### config.mk
export PLATFORM = sky130hd
export DESIGN_NAME = div_unit_flat
export DESIGN_NICKNAME = d
export VERILOG_FILES = /design/src/rtl/div_unit_pkg.sv /design/src/rtl/div_unit_if.sv /design/src/rtl/div_unit.sv /design/src/flat_wrapper.sv
export SDC_FILE = /design/constraint.sdc
export NUM_CORES = 1
export LEC_CHECK = 0
export BUFFER_PORTS_ARGS = -buffer_cell sky130_fd_sc_hd__buf_2
export CAP_MARGIN = 15
export CELL_PAD_IN_SITES_DETAIL_PLACEMENT = 1
export CELL_PAD_IN_SITES_GLOBAL_PLACEMENT = 1
export CORE_MARGIN = 4
export CORE_UTILIZATION = 35
export CTS_BUF_LIST = sky130_fd_sc_hd__clkbuf_8 sky130_fd_sc_hd__clkbuf_16
export DETAILED_ROUTE_END_ITERATION = 10
export PLACE_DENSITY_LB_ADDON = 0.1
export REMOVE_ABC_BUFFERS = 1
export SYNTH_ARGS = -nofsm -noshare
export SYNTH_HDL_FRONTEND = slang
export SYNTH_SLANG_ARGS = --single-unit
export TNS_END_PERCENT = 50
### constraint.sdc
create_clock -name clk -period 8 [get_ports clk]
set_clock_uncertainty 0.1 [all_clocks]
set_input_delay 2 -clock clk [delete_from_list [all_inputs] [get_ports clk]]
set_output_delay 2 -clock clk [all_outputs]
set_load 0.05 [all_outputs]
### src/rtl/div_unit_pkg.sv
// Shared definitions for the DIV/DIVU execute-stage divider: FSM encoding,
// default iteration count and the decoder funct codes that launch it.
package div_unit_pkg;
  typedef enum logic [1:0] {
    S_IDLE = 2'd0,
    S_DBZ  = 2'd1,
    S_ON   = 2'd2,
    S_END  = 2'd3
  } div_state_e;

  localparam int DIV_CYCLES_DEF = 32;

  // Same values as the main decoder's DIV/DIVU funct field.
  localparam logic [5:0] FUNCT_DIV  = 6'b011010;
  localparam logic [5:0] FUNCT_DIVU = 6'b011011;
endpackage

### src/rtl/div_unit_if.sv
// EX-stage <-> divider handshake. master = EX/hazard side, slave = div_unit.
interface div_unit_if;
  logic        start;
  logic        is_signed;
  logic        annul;
  logic [31:0] a;
  logic [31:0] b;
  logic [63:0] result;
  logic        ready;
  logic        busy;
  logic        stall;

  modport master (output start, is_signed, annul, a, b,
                  input  result, ready, busy, stall);
  modport slave  (input  start, is_signed, annul, a, b,
                  output result, ready, busy, stall);
endinterface

### src/rtl/div_unit.sv
// Radix-2 restoring divider for DIV/DIVU. result = {remainder, quotient} -> {HI, LO}.
// One quotient bit per cycle on magnitudes, sign fix-up folded into the final load.
module div_unit
  import div_unit_pkg::*;
#(
  parameter int DIV_CYCLES = DIV_CYCLES_DEF
) (
  input  logic       clk,
  input  logic       rst,
  div_unit_if.slave  dif
);
  localparam int CW = $clog2(DIV_CYCLES);

  div_state_e    state, state_nxt;
  logic [CW-1:0] cnt;
  logic [31:0]   dvd_q;   // dividend bits shift out of the top, quotient bits in at the bottom
  logic [31:0]   dvs;
  logic [31:0]   rem;
  logic [31:0]   a_raw;
  logic          neg_a, neg_b;
  logic [63:0]   result_q;
  logic          busy_q;
  logic          ready;
  logic          accept, last;
  logic [32:0]   shifted, diff;
  logic [31:0]   q_nxt, r_nxt;

  function automatic logic [31:0] neg32(input logic [31:0] x);
    return ~x + 32'd1;
  endfunction

  // 0x80000000 maps onto itself, which as unsigned is the right magnitude.
  function automatic logic [31:0] abs32(input logic [31:0] x, input logic sgn);
    return (sgn & x[31]) ? neg32(x) : x;
  endfunction

  assign accept  = dif.start & ~dif.annul;
  assign last    = (state == S_ON) && (cnt == CW'(DIV_CYCLES - 1));

  assign shifted = {rem, dvd_q[31]};
  assign diff    = shifted - {1'b0, dvs};
  assign q_nxt   = {dvd_q[30:0], ~diff[32]};
  assign r_nxt   = diff[32] ? shifted[31:0] : diff[31:0];

  always_ff @(posedge clk or posedge rst) begin
    if (rst) begin
      state  <= S_IDLE;
      busy_q <= 1'b0;
    end else begin
      state  <= state_nxt;
      busy_q <= (state_nxt == S_ON) || (state_nxt == S_DBZ);
    end
  end

  always_comb begin
    state_nxt = state;
    case (state)
      S_IDLE:  if (accept) state_nxt = (dif.b == 32'd0) ? S_DBZ : S_ON;
      S_ON:    if (dif.annul) state_nxt = S_IDLE;
               else if (last) state_nxt = S_END;
      S_DBZ:   state_nxt = dif.annul ? S_IDLE : S_END;
      S_END:   state_nxt = S_IDLE;
      default: state_nxt = S_IDLE;
    endcase
  end

  always_comb begin
    ready = (state == S_END) & ~dif.annul;
  end

  always_ff @(posedge clk or posedge rst) begin
    if (rst) begin
      cnt      <= '0;
      dvd_q    <= '0;
      dvs      <= '0;
      rem      <= '0;
      a_raw    <= '0;
      neg_a    <= 1'b0;
      neg_b    <= 1'b0;
      result_q <= '0;
    end else begin
      case (state)
        S_IDLE: if (accept) begin
          dvd_q <= abs32(dif.a, dif.is_signed);
          dvs   <= abs32(dif.b, dif.is_signed);
          rem   <= '0;
          cnt   <= '0;
          a_raw <= dif.a;
          neg_a <= dif.is_signed & dif.a[31];
          neg_b <= dif.is_signed & dif.b[31];
        end
        S_ON: begin
          dvd_q <= q_nxt;
          rem   <= r_nxt;
          cnt   <= cnt + 1'b1;
          if (last && !dif.annul)
            result_q <= {neg_a ? neg32(r_nxt) : r_nxt,
                         (neg_a ^ neg_b) ? neg32(q_nxt) : q_nxt};
        end
        S_DBZ: if (!dif.annul) result_q <= {a_raw, 32'hFFFF_FFFF};
        default: ;
      endcase
    end
  end

  assign dif.result = result_q;
  assign dif.ready  = ready;
  assign dif.busy   = busy_q;
  assign dif.stall  = dif.start & ~ready;
endmodule

### src/flat_wrapper.sv
// flat-port wrapper written by rule: the top's interface ports become plain ports
module div_unit_flat import div_unit_pkg::*;
#(
  parameter int DIV_CYCLES = DIV_CYCLES_DEF
)
  (clk, rst, dif_start, dif_is_signed, dif_annul, dif_a, dif_b, dif_result, dif_ready, dif_busy, dif_stall);
  div_unit_if dif_i ();
  input  logic clk;
  input  logic rst;
  input wire logic [$bits(dif_i.start)-1:0] dif_start;
  input wire logic [$bits(dif_i.is_signed)-1:0] dif_is_signed;
  input wire logic [$bits(dif_i.annul)-1:0] dif_annul;
  input wire logic [$bits(dif_i.a)-1:0] dif_a;
  input wire logic [$bits(dif_i.b)-1:0] dif_b;
  output wire logic [$bits(dif_i.result)-1:0] dif_result;
  output wire logic [$bits(dif_i.ready)-1:0] dif_ready;
  output wire logic [$bits(dif_i.busy)-1:0] dif_busy;
  output wire logic [$bits(dif_i.stall)-1:0] dif_stall;
  assign dif_i.start = dif_start;
  assign dif_i.is_signed = dif_is_signed;
  assign dif_i.annul = dif_annul;
  assign dif_i.a = dif_a;
  assign dif_i.b = dif_b;
  assign dif_result = dif_i.result;
  assign dif_ready = dif_i.ready;
  assign dif_busy = dif_i.busy;
  assign dif_stall = dif_i.stall;
  div_unit #(.DIV_CYCLES(DIV_CYCLES)) u_core (.clk(clk), .rst(rst), .dif(dif_i));
endmodule
Yosys cells after proc, flatten, opt, wreduce, memory -nomap -nowiden

Index checks and enable logic that the tools add are counted.

Add/sub/neg operators: 6
Bitwise gates (word level): 13
Equal/unequal tests: 9
Reduce and logical (&&, ||, !) cells: 11
Multiplexer cells: 20

Operator list:

| operator              | count |
|---|---|
| $mux 32               | 7 |
| $add 32x1->32 const B | 4 |
| $mux 64               | 2 |
| $not 32->32           | 4 |
| $pmux 32 s2           | 2 |
| $pmux 64 s2           | 1 |
| $sub 33x32->33        | 1 |
| $logic_not 32->1      | 1 |
| $mux 2                | 5 |
| $pmux 5 s2            | 1 |
| $pmux 2 s4            | 1 |
| $eq 2x2->1 const B    | 3 |
| $add 5x1->5 const B   | 1 |
| $and 1x1->1           | 5 |
| $eq 5x5->1 const B    | 1 |
| $mux 5                | 1 |
| $eq 2x1->1 const B    | 2 |
| $ne 2x2->1 const B    | 2 |
| $reduce_and 2->1      | 2 |
| $reduce_bool 2->1     | 2 |
| $not 1->1             | 3 |
| $reduce_and 3->1      | 1 |
| $logic_and 1x1->1     | 2 |
| $logic_not 2->1       | 1 |
| other kinds (4)       | 4 |

Output and inout port bits: 67
Flip-flop bits (word level): 202
Input port bits: 69
Logic and storage cells: 69

Longest topological paths before layout

Gate-level depths: netlist of run 1.

Depth after elaboration: 7
Mapped depth: 24
Gate-level depth less buffers: 22

Worst setup path before layout of run 1

Ideal clock, no wire load.

Kind: input-to-output
Start: in dif_annul
End: out dif_stall
Required time: 5.900 ns
Cell stages on the path: 3
Path slack: 2.587 ns
Buffers on the path: 1
Data arrival time: 3.313 ns
Path through: clkbuf_1 nor2_1 nor2b_1

Longest elaborated chain between the ends: 4

RTL lines:

| item               | line               | RTL |
|---|---|---|
| start: declaration | flat_wrapper.sv:12 | `input wire logic [$bits(dif_i.annul)-1:0] dif_annul;` |
| $not 1->1          | div_unit.sv:68     | `ready = (state == S_END) & ~dif.annul;` |
| $and 1x1->1        | div_unit.sv:68     |  |
| via dif_ready      | flat_wrapper.sv:16 | `output wire logic [$bits(dif_i.ready)-1:0] dif_ready;` |
| $not 1->1          | div_unit.sv:109    | `assign dif.stall = dif.start & ~ready;` |
| $and 1x1->1        | div_unit.sv:109    |  |
| end: declaration   | flat_wrapper.sv:18 | `output wire logic [$bits(dif_i.stall)-1:0] dif_stall;` |

The timed path passes the listed nets, and every way through them passes these cells.

Worst setup path in the final report of run 1

Start: reg u_core.dvd_q[31]
End: reg u_core.result_q[56], in the netlist u_core.dif.result[56]

Longest elaborated chain between the ends: 7

RTL lines:

| item                     | line            | RTL |
|---|---|---|
| start: declaration       | div_unit.sv:16  | `logic [31:0] dvd_q;` |
| start signal: assignment | div_unit.sv:84  | `dvd_q <= abs32(dif.a, dif.is_signed);` |
| start signal: assignment | div_unit.sv:93  | `dvd_q <= q_nxt;` |
| $sub 33x32->33           | div_unit.sv:41  | `assign diff = shifted - {1'b0, dvs};` |
| $mux 32 *                | div_unit.sv:43  | `assign r_nxt = diff[32] ? shifted[31:0] : diff[31:0];` |
| $not 32->32              | div_unit.sv:29  | `return ~x + 32'd1;` |
| $add 32x1->32            | div_unit.sv:29  |  |
| $mux 32 *                | div_unit.sv:97  | `result_q <= {neg_a ? neg32(r_nxt) : r_nxt,` |
| $mux 64 *                | div_unit.sv:96  | `if (last && !dif.annul)` |
| $pmux 64 s2 *            | div_unit.sv:82  | `case (state)` |
| end signal: assignment   | div_unit.sv:97  |  |
| end signal: assignment   | div_unit.sv:100 | `S_DBZ: if (!dif.annul) result_q <= {a_raw, 32'hFFFF_FFFF};` |
| end: declaration         | div_unit.sv:21  | `logic [63:0] result_q;` |

Mark *: on every way between the ends. The rest lies on a longest branch, timed or not. The select of a mux whose other input is x is not followed.
A chain may end at the register's enable or synchronous reset.

==> run metrics, run 1 <==
status=complete, no violations; hold-fix buffers at CTS=0; number of flops mapped to enable cells by yosys=0; origin of the critical flop-to-flop path=u_core.dvd_q[31]; Pins Over Slew Limit=0; post-CTS setup buffer count=0; grt ovf=0; maximum VDD drop=~0.15 mV; Synth cell types=about 90; height of the die=between 200 and 250 um; H-tree Lvls=1; Worst Tran Pin Value=0.891 ns; Final min period=5.29 ns; io pins=about 140; Setup violations, final=0; Non-Filler Instances=roughly 2200; GRT Util Overall=between 20% and 30%; PD cells=411 nW/um^2; Area Growth Syn to Fin=14.8%; Critical Path AT=around 5.6 ns; worst hold path class=register to register; CTS buffer count=26; Syn Area/Cell=approximately 8.3 sq um; number of remaining DRC errors=0; Synth Area in XOR/XNOR=~9%; CP max stage cell=dfrtp_1; setup total negative slack=0 ns; Synth Area in Simple Gates=approximately 20%; Site Rows=71; leakage=approximately 0.0067 uW; worst-path cell chain=inv_1 -> ha_1 -> inv_1 -> fa_1 -> a211oi_2 -> o21ai_2 -> a31oi_4 -> o211ai_4 -> a311oi_4 -> nor2_4 -> inv_4 -> nor2_1 -> a21oi_1 -> ha_1 -> nand3_1 -> nor3_1 -> mux2i_1 -> a21oi_1 -> nand4b_1 -> o21ai_1 -> xnor2_1 -> o22ai_1; min-delay src=u_core.a_raw[5]; Post-Route WL=43.1 mm; wire per inst=19.3 um; RSZ-0062 raised after global routing=no; Detailed Routing Iterations Pass 1=5; initial antenna violation count=0; starting density of the core=a little over a third; largest net degree at the start of global routing=roughly 150; register area share after synthesis=around 38%; 1st-iter DRT viols=between 500 and 600; Warnings, synthesis=0; Hold Fails Final Rpt=0; nets@finish=between 1500 and 2000; crit share post-route=about two thirds; worst setup path start=u_core.dvd_q[31]; dpl cells=roughly 2200; Clk pin slew, worst setup/hold paths=0.06 ns; fraction of registers with async set/reset=100%; share of layout cells above drive strength 1=~14%; Crit path buffers/inverters=3; compound-gate portion of the synthesized area=a little over a fifth; maximum fanout along the worst path=46; crit-path max cell delay=~0.47 ns; Crit path max-delay family=compound AO/OA/AOI/OAI gates; die area=41300 sq um; Longest Clk Path Bufs=3; commonest non-fill, non-tap cell in the layout=nand2_1; post-CTS sizing=0; dpl hpwl=around 32 mm; CP Launch Type=register; CTS sink count=202; clk_lat worst skew=around 0.55 ns; vias per cell=between 5 and 6; Max-Slew Margin vs Limit=about two fifths; Post-DRT Antenna Nets=0; multiplexer share of the synthesized area=~1.8%; largest family of logic cells by synthesized area=compound AO/OA/AOI/OAI gates; Max-cap violations=0; RD Place Congestion=slightly below 0.9; cell area after synthesis=13300 sq um; Buffers on Ports=135; most used flip-flop cell after synthesis=dfrtp_1; WP data required=8.29 ns; kind of critical path=register to register; TritonCTS clock tree=done; Synth Area in Adders=between 3 and 4%; Worst Setup End Kind=register; synthesis-stage register bit count=approximately 200; vias=about 12000; most frequent cells in the layout=nand2_1 (227), dfrtp_1 (202), o21ai_0 (170); CTS root buf=clkbuf_16; antenna cells=0; vias in the first global route=12300; die width=about 200 um; first-pass GRT wire length=between 60 and 70 mm; Core ar.=roughly 38000 sq um; Max Freq=between 150 and 200 MHz; Cells after Synth=around 1600
[through the flow]
stage / cell area, sq um / setup WS (ns) / hold slack, ns / power [uW] / utilization, %
floorplan: 12900 / 0.389 / 0.337 / 4070 / -
global placement: 14400 / 2.85 / 0.353 / 5020 / 38.3
detailed placement: 14400 / 2.73 / 0.359 / 5060 / 38.3
CTS: 15300 / 2.67 / 0.381 / 6340 / 40.7
global route: 15300 / 2.26 / 0.409 / 6800 / 40.7
finish: 15300 / 2.71 / 0.374 / 6290 / 40.7
[power breakdown]
part	internal, uW	switching [uW]
clock	758	474
sequential	1280	283
combinational	1230	2270
[logic make-up (layout without fill, tap and decap cells)]
group                    Yosys count  in the layout
multiplexers                      24             24
adder cells (fa/ha/maj)           39             39
AND/OR/NAND/NOR                  582            582
buffers and inverters            150            259
flip-flops                       202            202
AO/OA/AOI/OAI                    478            478
XOR/XNOR                         141            141
[synth_stat cells, types with 8 or more instances]
cell type	n	area [sq um]
mux2i_1	22	220
clkbuf_1	64	240
and3_1	19	119
a31oi_1	16	100
ha_1	38	475
nor3_1	31	155
or4_1	8	60.1
o21ai_0	170	851
o31ai_1	18	135
nor2_1	133	499
inv_1	57	214
a22oi_1	26	195
nand3_1	49	245
nand2_1	227	852
o41ai_1	11	96.3
xnor2_1	79	692
nand4_1	12	75.1
nor2b_1	11	68.8
o21ai_1	8	40.0
nand2b_1	16	100
xor2_1	62	543
a21oi_1	149	746
buf_1	10	37.5
nor4_1	21	131
or3_1	15	93.8
dfrtp_1	202	5050
[worst reg2reg max path: cells and delay by family (launching register included)]
kind	cells	cell delay, ns
AOI/OAI and AO/OA	9	2.12
xor gates and xnor gates	1	0.14
adders and majority gates	3	0.89
buffers and inverters	3	0.57
DFF	1	0.47
muxes	1	0.16
and+or+nand+nor	5	0.70
[final cells by class]
cell class / instances / area [sq um]
Tap cell: 511 / 639
Fill cell: 4594 / 22300
Sequential cell: 202 / 5050
Clock buffer: 29 / 703
Multi-Input combinational cell: 1264 / 7670
Inverter: 58 / 228
Timing Repair Buffer: 153 / 823
Clock inverter: 19 / 199
[state kept, by name, summed over array words and instances, names as in the netlist]
name,count
u_core.dvd_q,32
u_core.state,2
u_core.neg_b,1
u_core.dif.result,64
u_core.cnt,5
u_core.neg_a,1
u_core.rem,32
u_core.dif.busy,1
u_core.a_raw,32
u_core.dvs,32
[routing by layer]
metal  routed length, um  track usage, %  part of all wire (%)  vias to the layer above
li1                    -               -                     -                     5914
met1               20900            28.6                    48                     5845
met2               20500            35.1                    48                      154
met3                1120            1.80                   2.6                       34
met4                 648            3.81                   1.5                        0
met5                   0               0                     0                        -
[path summary, 6_finish.rpt]
check,cells past startpoint,endpoint,slack [ns]
worst max-delay path,22,u_core.dif.result[56],2.71
worst min-delay path,2,u_core.a_raw[5],0.37
worst max register to register,22,u_core.dif.result[56],2.71
worst min register to register,2,u_core.a_raw[5],0.37
max in group asynchronous,3,u_core.dvs[20],5.03
min in group asynchronous,2,u_core.dif.result[8],1.47
Note: power is estimated with default switching activity, not from simulation.
==> inputs of run 2 (changes only) <==
==> constraint.sdc (replaced) <==
create_clock -name clk -period 5.2 [get_ports clk]
set_clock_uncertainty 0.1 [all_clocks]
set_input_delay 1.3 -clock clk [delete_from_list [all_inputs] [get_ports clk]]
set_output_delay 1.3 -clock clk [all_outputs]
set_load 0.05 [all_outputs]
==> run 2 against run 1 <==
Design area grew 0.73%. Die area is the same. Count of clock-buffer cells in the layout grew 3. Non-clock buffer count grew 17. Global-route usage is essentially flat. Clock power grew 47%. Combinational power grew 59%. Worst hold slack lost 0.0024 ns. Largest cell class unchanged. Largest power group unchanged. Highest routed layer unchanged.
==> run metrics, run 2 (same netlist as run 1, synthesis figures left out) <==
starting density of the core=35.4% (unchanged); commonest non-fill, non-tap cell in the layout=nand2_1; Area Growth Syn to Fin=15.7%; Non-Filler Instances=2251 (+0.67%); initial antenna violation count=0 (unchanged); Max-Slew Margin vs Limit=34.8% (-5.3 points); CP dominant cell by count=inv_1; status=complete, no violations; Hold Fails Final Rpt=0 (unchanged); GRT Util Overall=20.5% (+0.026 points); Hold Worst Slack=0.371 ns (-0.00241 ns); Detailed Routing Iterations Pass 1=4 (-1); CP max stage cell=dfrtp_2; RD Place Congestion=0.871 (-0.25%); first-pass GRT wire length=69.6 mm (+0.31%); Crit path max-delay family=compound AO/OA/AOI/OAI gates; Setup violations, final=0 (unchanged); Site Rows=71 (unchanged); kind of critical path=register to register; largest net degree at the start of global routing=127 (-14%); Post-DRT Antenna Nets=0 (unchanged); Crit path buffers/inverters=4 (+1); wire per inst=19.0 um (-1.3%); vias=11900 (-0.18%); vias per cell=5.30 (-0.84%); maximum VDD drop=0.327 mV (+130%); Worst Setup End Kind=register; Longest Clk Path Bufs=3 (unchanged); crit-path max cell delay=0.45 ns (-0.02 ns); CTS root buf=clkbuf_16; Clk pin slew, worst setup/hold paths=0.06 ns (about the same); die width=203 um (unchanged); most frequent cells in the layout=nand2_1 (227), dfrtp_1 (201), o21ai_0 (170); grt ovf=0 (unchanged); Critical Path AT=5.15 ns (-0.43 ns); TritonCTS clock tree=done; PD cells=633 nW/um^2 (+54%); Final min period=4.83 ns (-0.467 ns); Buffers on Ports=135 (unchanged); leakage=0.00674 uW (+0.82%); clk_lat worst skew=0.56 ns (about the same); CP Launch Type=register; worst hold path class=register to register; Pins Over Slew Limit=0 (unchanged); crit share post-route=92.8% (+27 points); Core ar.=37700 sq um (unchanged); 1st-iter DRT viols=508 (-7.1%); worst-path cell chain=inv_1 -> ha_1 -> inv_1 -> fa_1 -> a211oi_4 -> o21ai_4 -> a31oi_4 -> o211ai_4 -> a311oi_4 -> nor2_4 -> clkinv_4 -> nor2_1 -> a21oi_2 -> ha_2 -> buf_4 -> nand2_1 -> nor3_1 -> a21oi_1 -> a211oi_2 -> nand3_2 -> o31ai_2 -> xnor2_1 -> o21ai_1; vias in the first global route=12400 (+0.87%); max FFs per register=64 (unchanged); io pins=136 (unchanged); Worst Tran Pin Value=0.978 ns (+0.0874 ns); Post-Route WL=42.9 mm (-0.60%); Power, Total=9770 uW (+55%); Max Freq=207 MHz (+9.7%); maximum fanout along the worst path=10 (-78%); WP data required=5.52 ns (-2.77 ns); number of remaining DRC errors=0 (unchanged); dpl cells=2198 (+0.46%); CTS sink count=202 (unchanged); H-tree Lvls=1 (unchanged); antenna cells=0 (unchanged); nets@finish=1830 (+0.94%); dpl hpwl=32.1 mm (+0.10%); share of layout cells above drive strength 1=15.1% (+1.1 points); Max-cap violations=0 (unchanged); height of the die=203 um (unchanged); CTS buffer count=26 (unchanged); RSZ-0062 raised after global routing=no; die area=41300 sq um (unchanged)
-- run 2: cell count changes in the layout (fill, tap and decap cells not counted), sizes merged --
cell	change
bufinv	-2
clkinv	-1
clkbuf	+3
buf	+17
inv	-2
-- run 2: worst paths after layout --
| check | start | endpoint | slack (ns) | cells after the start |
|---|---|---|---|---|
| min in group asynchronous | rst | u_core.dif.result[4] | 0.78 | 2 |
| max | u_core.dvd_q[31] | u_core.dif.result[62] | 0.37 | 23 |
| max in group asynchronous | rst | u_core.dvd_q[24] | 3.22 | 3 |
| min | u_core.a_raw[18] | u_core.a_raw[18] | 0.37 | 2 |
| max reg2reg | u_core.dvd_q[31] | u_core.dif.result[62] | 0.37 | 23 |
| min reg2reg | u_core.a_raw[18] | u_core.a_raw[18] | 0.37 | 2 |
-- run 2: tightest hold or removal path, delay by kind of cell (launching register included) --
kind | cells | cell delay, ns
DFF | 1 | 0.33
and+or+nand+nor | 2 | 0.11
-- run 2: what timing repair did --
item | 4_1_cts | 5_1_grt
hold buffers | 0 | 0
resized for setup | 0 | 11
buffers inserted | 0 | 7
endpoints found under the setup margin | 0 | 5
-- run 2: area by class of cell --
class | count | area [sq um]
Sequential cell | 202 | 5060
Clock inverter | 14 | 124
Inverter | 58 | 230
Tap cell | 511 | 639
Fill cell | 4570 | 22200
Clock buffer | 32 | 733
Timing Repair Buffer | 170 | 938
Multi-Input combinational cell | 1264 | 7710
-- run 2: where the power goes --
part / internal, uW / leakage, uW / switching [uW]
sequential: 1970 / 0.00248 / 442
clock: 1090 / 0.000450 / 720
combinational: 2010 / 0.00381 / 3540
-- run 2: routing by layer --
layer	wire length, um	GRT usage (%)	part of all wire [%]	up-vias
met5	0	0	0	-
met4	913	4.22	2.1	0
met3	1160	2.35	2.7	42
met2	20200	34.6	47	143
met1	20600	28.6	48	5794
li1	-	-	-	5947
-- run 2: stage by stage --
step	area, sq um	setup slack (ns)	TNS (ns)	utilization (%)
floorplan	12900	-1.71	-356.42	-
global placement	14500	0.433	0	38.4
detailed placement	14500	0.315	0	38.4
CTS	15300	0.263	0	40.7
global route	15400	0.0153	0	41.0
finish	15400	0.372	0	41.0
==> inputs of run 3 (changes only) <==
--- a/config.mk
+++ b/config.mk
@@ -5,7 +5,7 @@
 export SDC_FILE = /design/constraint.sdc
 export NUM_CORES = 1
 export LEC_CHECK = 0
-export BUFFER_PORTS_ARGS = -buffer_cell sky130_fd_sc_hd__buf_2
+export BUFFER_PORTS_ARGS = -buffer_cell sky130_fd_sc_hd__buf_4
 export CAP_MARGIN = 15
 export CELL_PAD_IN_SITES_DETAIL_PLACEMENT = 1
 export CELL_PAD_IN_SITES_GLOBAL_PLACEMENT = 1
@@ -13,7 +13,7 @@
 export CORE_UTILIZATION = 35
 export CTS_BUF_LIST = sky130_fd_sc_hd__clkbuf_8 sky130_fd_sc_hd__clkbuf_16
 export DETAILED_ROUTE_END_ITERATION = 10
-export PLACE_DENSITY_LB_ADDON = 0.1
+export PLACE_DENSITY = 0.68
 export REMOVE_ABC_BUFFERS = 1
 export SYNTH_ARGS = -nofsm -noshare
 export SYNTH_HDL_FRONTEND = slang
==> run 3 against run 2 <==
Register-to-register slack lost 0.11 ns. Via count grew 0.67%. Worst setup slack lost 0.11 ns. First-iteration DRC count grew 21%. Cell count shrank 0.31%. Critical path type unchanged. Maximum frequency shrank 2.2%.
==> run metrics, run 3 (same netlist as run 1, synthesis figures left out) <==
leakage=0.00678 uW (+0.61%); RD Place Congestion=0.896 (+2.9%); status=complete, no violations; Multi-input gate area=7690 sq um (-0.19%); io pins=136 (unchanged); worst-path cell chain=inv_1 -> ha_1 -> inv_1 -> fa_1 -> a211oi_4 -> o21ai_2 -> a31oi_4 -> o211ai_4 -> a311oi_4 -> buf_4 -> nor2_4 -> inv_4 -> nor2_1 -> a21oi_2 -> ha_2 -> nand3_1 -> nor3_1 -> mux2i_1 -> a211o_1 -> o31ai_2 -> xnor2_1 -> o21ai_1; TritonCTS clock tree=done; Pins Over Slew Limit=0 (unchanged); dpl hpwl=32.2 mm (+0.23%); Area Growth Syn to Fin=16.8%; Worst Tran Pin Value=0.835 ns (-0.143 ns); die width=203 um (unchanged); H-tree Lvls=1 (unchanged); Max-Slew Margin vs Limit=43.7% (+9.0 points); RSZ-0062 raised after global routing=no; Longest Clk Path Bufs=3 (unchanged); antenna cells=0 (unchanged); Post-DRT Antenna Nets=0 (unchanged); max FFs per register=64 (unchanged); Max-cap violations=0 (unchanged); height of the die=203 um (unchanged); crit share post-route=94.9% (+2.0 points); most frequent cells in the layout=nand2_1 (227), dfrtp_1 (202), o21ai_0 (170); Core ar.=37700 sq um (unchanged); initial antenna violation count=1 (+1); share of layout cells above drive strength 1=14.4% (-0.63 points); wire per inst=18.9 um (-0.64%); worst hold path class=register to register; nets@finish=1825 (-0.27%); first-pass GRT wire length=69.0 mm (-0.82%); crit-path max cell delay=0.46 ns (about the same); Final min period=4.93 ns (+0.106 ns); CP Launch Type=register; Max Freq=203 MHz (-2.2%); Crit path max-delay family=compound AO/OA/AOI/OAI gates; Setup violations, final=0 (unchanged); CP dominant cell by count=inv_1; vias in the first global route=12500 (+0.55%); Site Rows=71 (unchanged); FF/Latch Area=5050 sq um (about the same); CP max stage cell=dfrtp_1; number of remaining DRC errors=0 (unchanged); kind of critical path=register to register; clk_lat worst skew=0.53 ns (-0.03 ns); CTS buffer count=25 (-3.8%); largest net degree at the start of global routing=101 (-20%); starting density of the core=35.4% (unchanged); Clk pin slew, worst setup/hold paths=0.06 ns (about the same); maximum VDD drop=0.268 mV (-18%); Crit path buffers/inverters=4 (unchanged); PD cells=613 nW/um^2 (-3.1%); GRT Util Overall=20.2% (-0.29 points); vias per cell=5.35 (+0.98%); WP data required=5.49 ns (-0.03 ns); CTS root buf=clkbuf_16; Layout fillers=4527 (-0.94%); setup ws final=0.266 ns (-0.106 ns); commonest non-fill, non-tap cell in the layout=nand2_1; CTS sink count=202 (unchanged); pre-CTS setup slack=0.241 ns (-0.0739 ns); Critical Path AT=5.22 ns (+0.07 ns); Worst Setup End Kind=register; maximum fanout along the worst path=10 (unchanged); Post-Route WL=42.5 mm (-0.95%); vias=12000 (+0.67%); Detailed Routing Iterations Pass 1=5 (+1); Final Util=41.4% (+0.41 points); Buffers on Ports=135 (unchanged); 1st-iter DRT viols=616 (+21%); grt ovf=0 (unchanged); die area=41300 sq um (unchanged); Hold Fails Final Rpt=0 (unchanged)
[run 3: path summary, 6_finish.rpt]
| path | endpoint | cells after the start | start | slack, ns |
|---|---|---|---|---|
| max | u_core.dif.result[58] | 22 | u_core.dvd_q[31] | 0.27 |
| min | u_core.dvs[13] | 2 | u_core.dvs[13] | 0.37 |
| max reg2reg | u_core.dif.result[58] | 22 | u_core.dvd_q[31] | 0.27 |
| min reg2reg | u_core.dvs[13] | 2 | u_core.dvs[13] | 0.37 |
| max in group asynchronous | u_core.dif.result[58] | 3 | rst | 3.15 |
| min in group asynchronous | u_core.dif.result[5] | 2 | rst | 0.79 |
[run 3: layout make-up]
cell class	instances	share of cell area [%]
timing repair buffer	166	8.08
inverter	58	1.46
multi-input combinational	1264	49.4
clock buffer	25	4.01
clock inverter	18	0.530
sequential	202	32.4
tap	511	4.10
[run 3: power breakdown]
group | leakage, uW | internal (uW) | switching (uW)
sequential | 0.00248 | 1970 | 454
clock | 0.000386 | 864 | 688
combinational | 0.00392 | 2070 | 3520
[run 3: repair_timing]
item,in CTS,in global routing
endpoints found under the setup margin,0,9
gates resized for setup,0,5
hold buffers,0,0
setup buffers,0,1
[run 3: metrics by stage]
| stage | cells | cell area (sq um) | hold WS, ns | TNS [ns] | total power, uW |
|---|---|---|---|---|---|
| final | 2244 | 15600 | 0.374 | 0 | 9550 |
| after global routing | 2244 | 15600 | 0.395 | 0 | 10300 |
| after CTS | 2243 | 15600 | 0.383 | 0 | 9560 |
| after detailed placement | 2200 | 14800 | 0.360 | 0 | 7960 |
| after global placement | 2200 | 14800 | 0.357 | 0 | 7850 |
| after floorplan | 1524 | 12900 | 0.337 | -356.42 | 6260 |
[run 3: routing by layer]
metal / vias to the layer above / GRT usage, % / wire [um] / part of all wire, %
li1: 5895 / - / - / -
met1: 5869 / 28.1 / 19900 / 47
met2: 192 / 34.2 / 20300 / 48
met3: 50 / 1.96 / 1370 / 3.2
met4: 0 / 4.70 / 887 / 2.1
met5: - / 0 / 0 / 0
[run 3: tightest hold or removal path: stages, from the launching register on]
cell     delay [ns]
dfrtp_1        0.33
nand2_1        0.05
o21ai_0        0.06
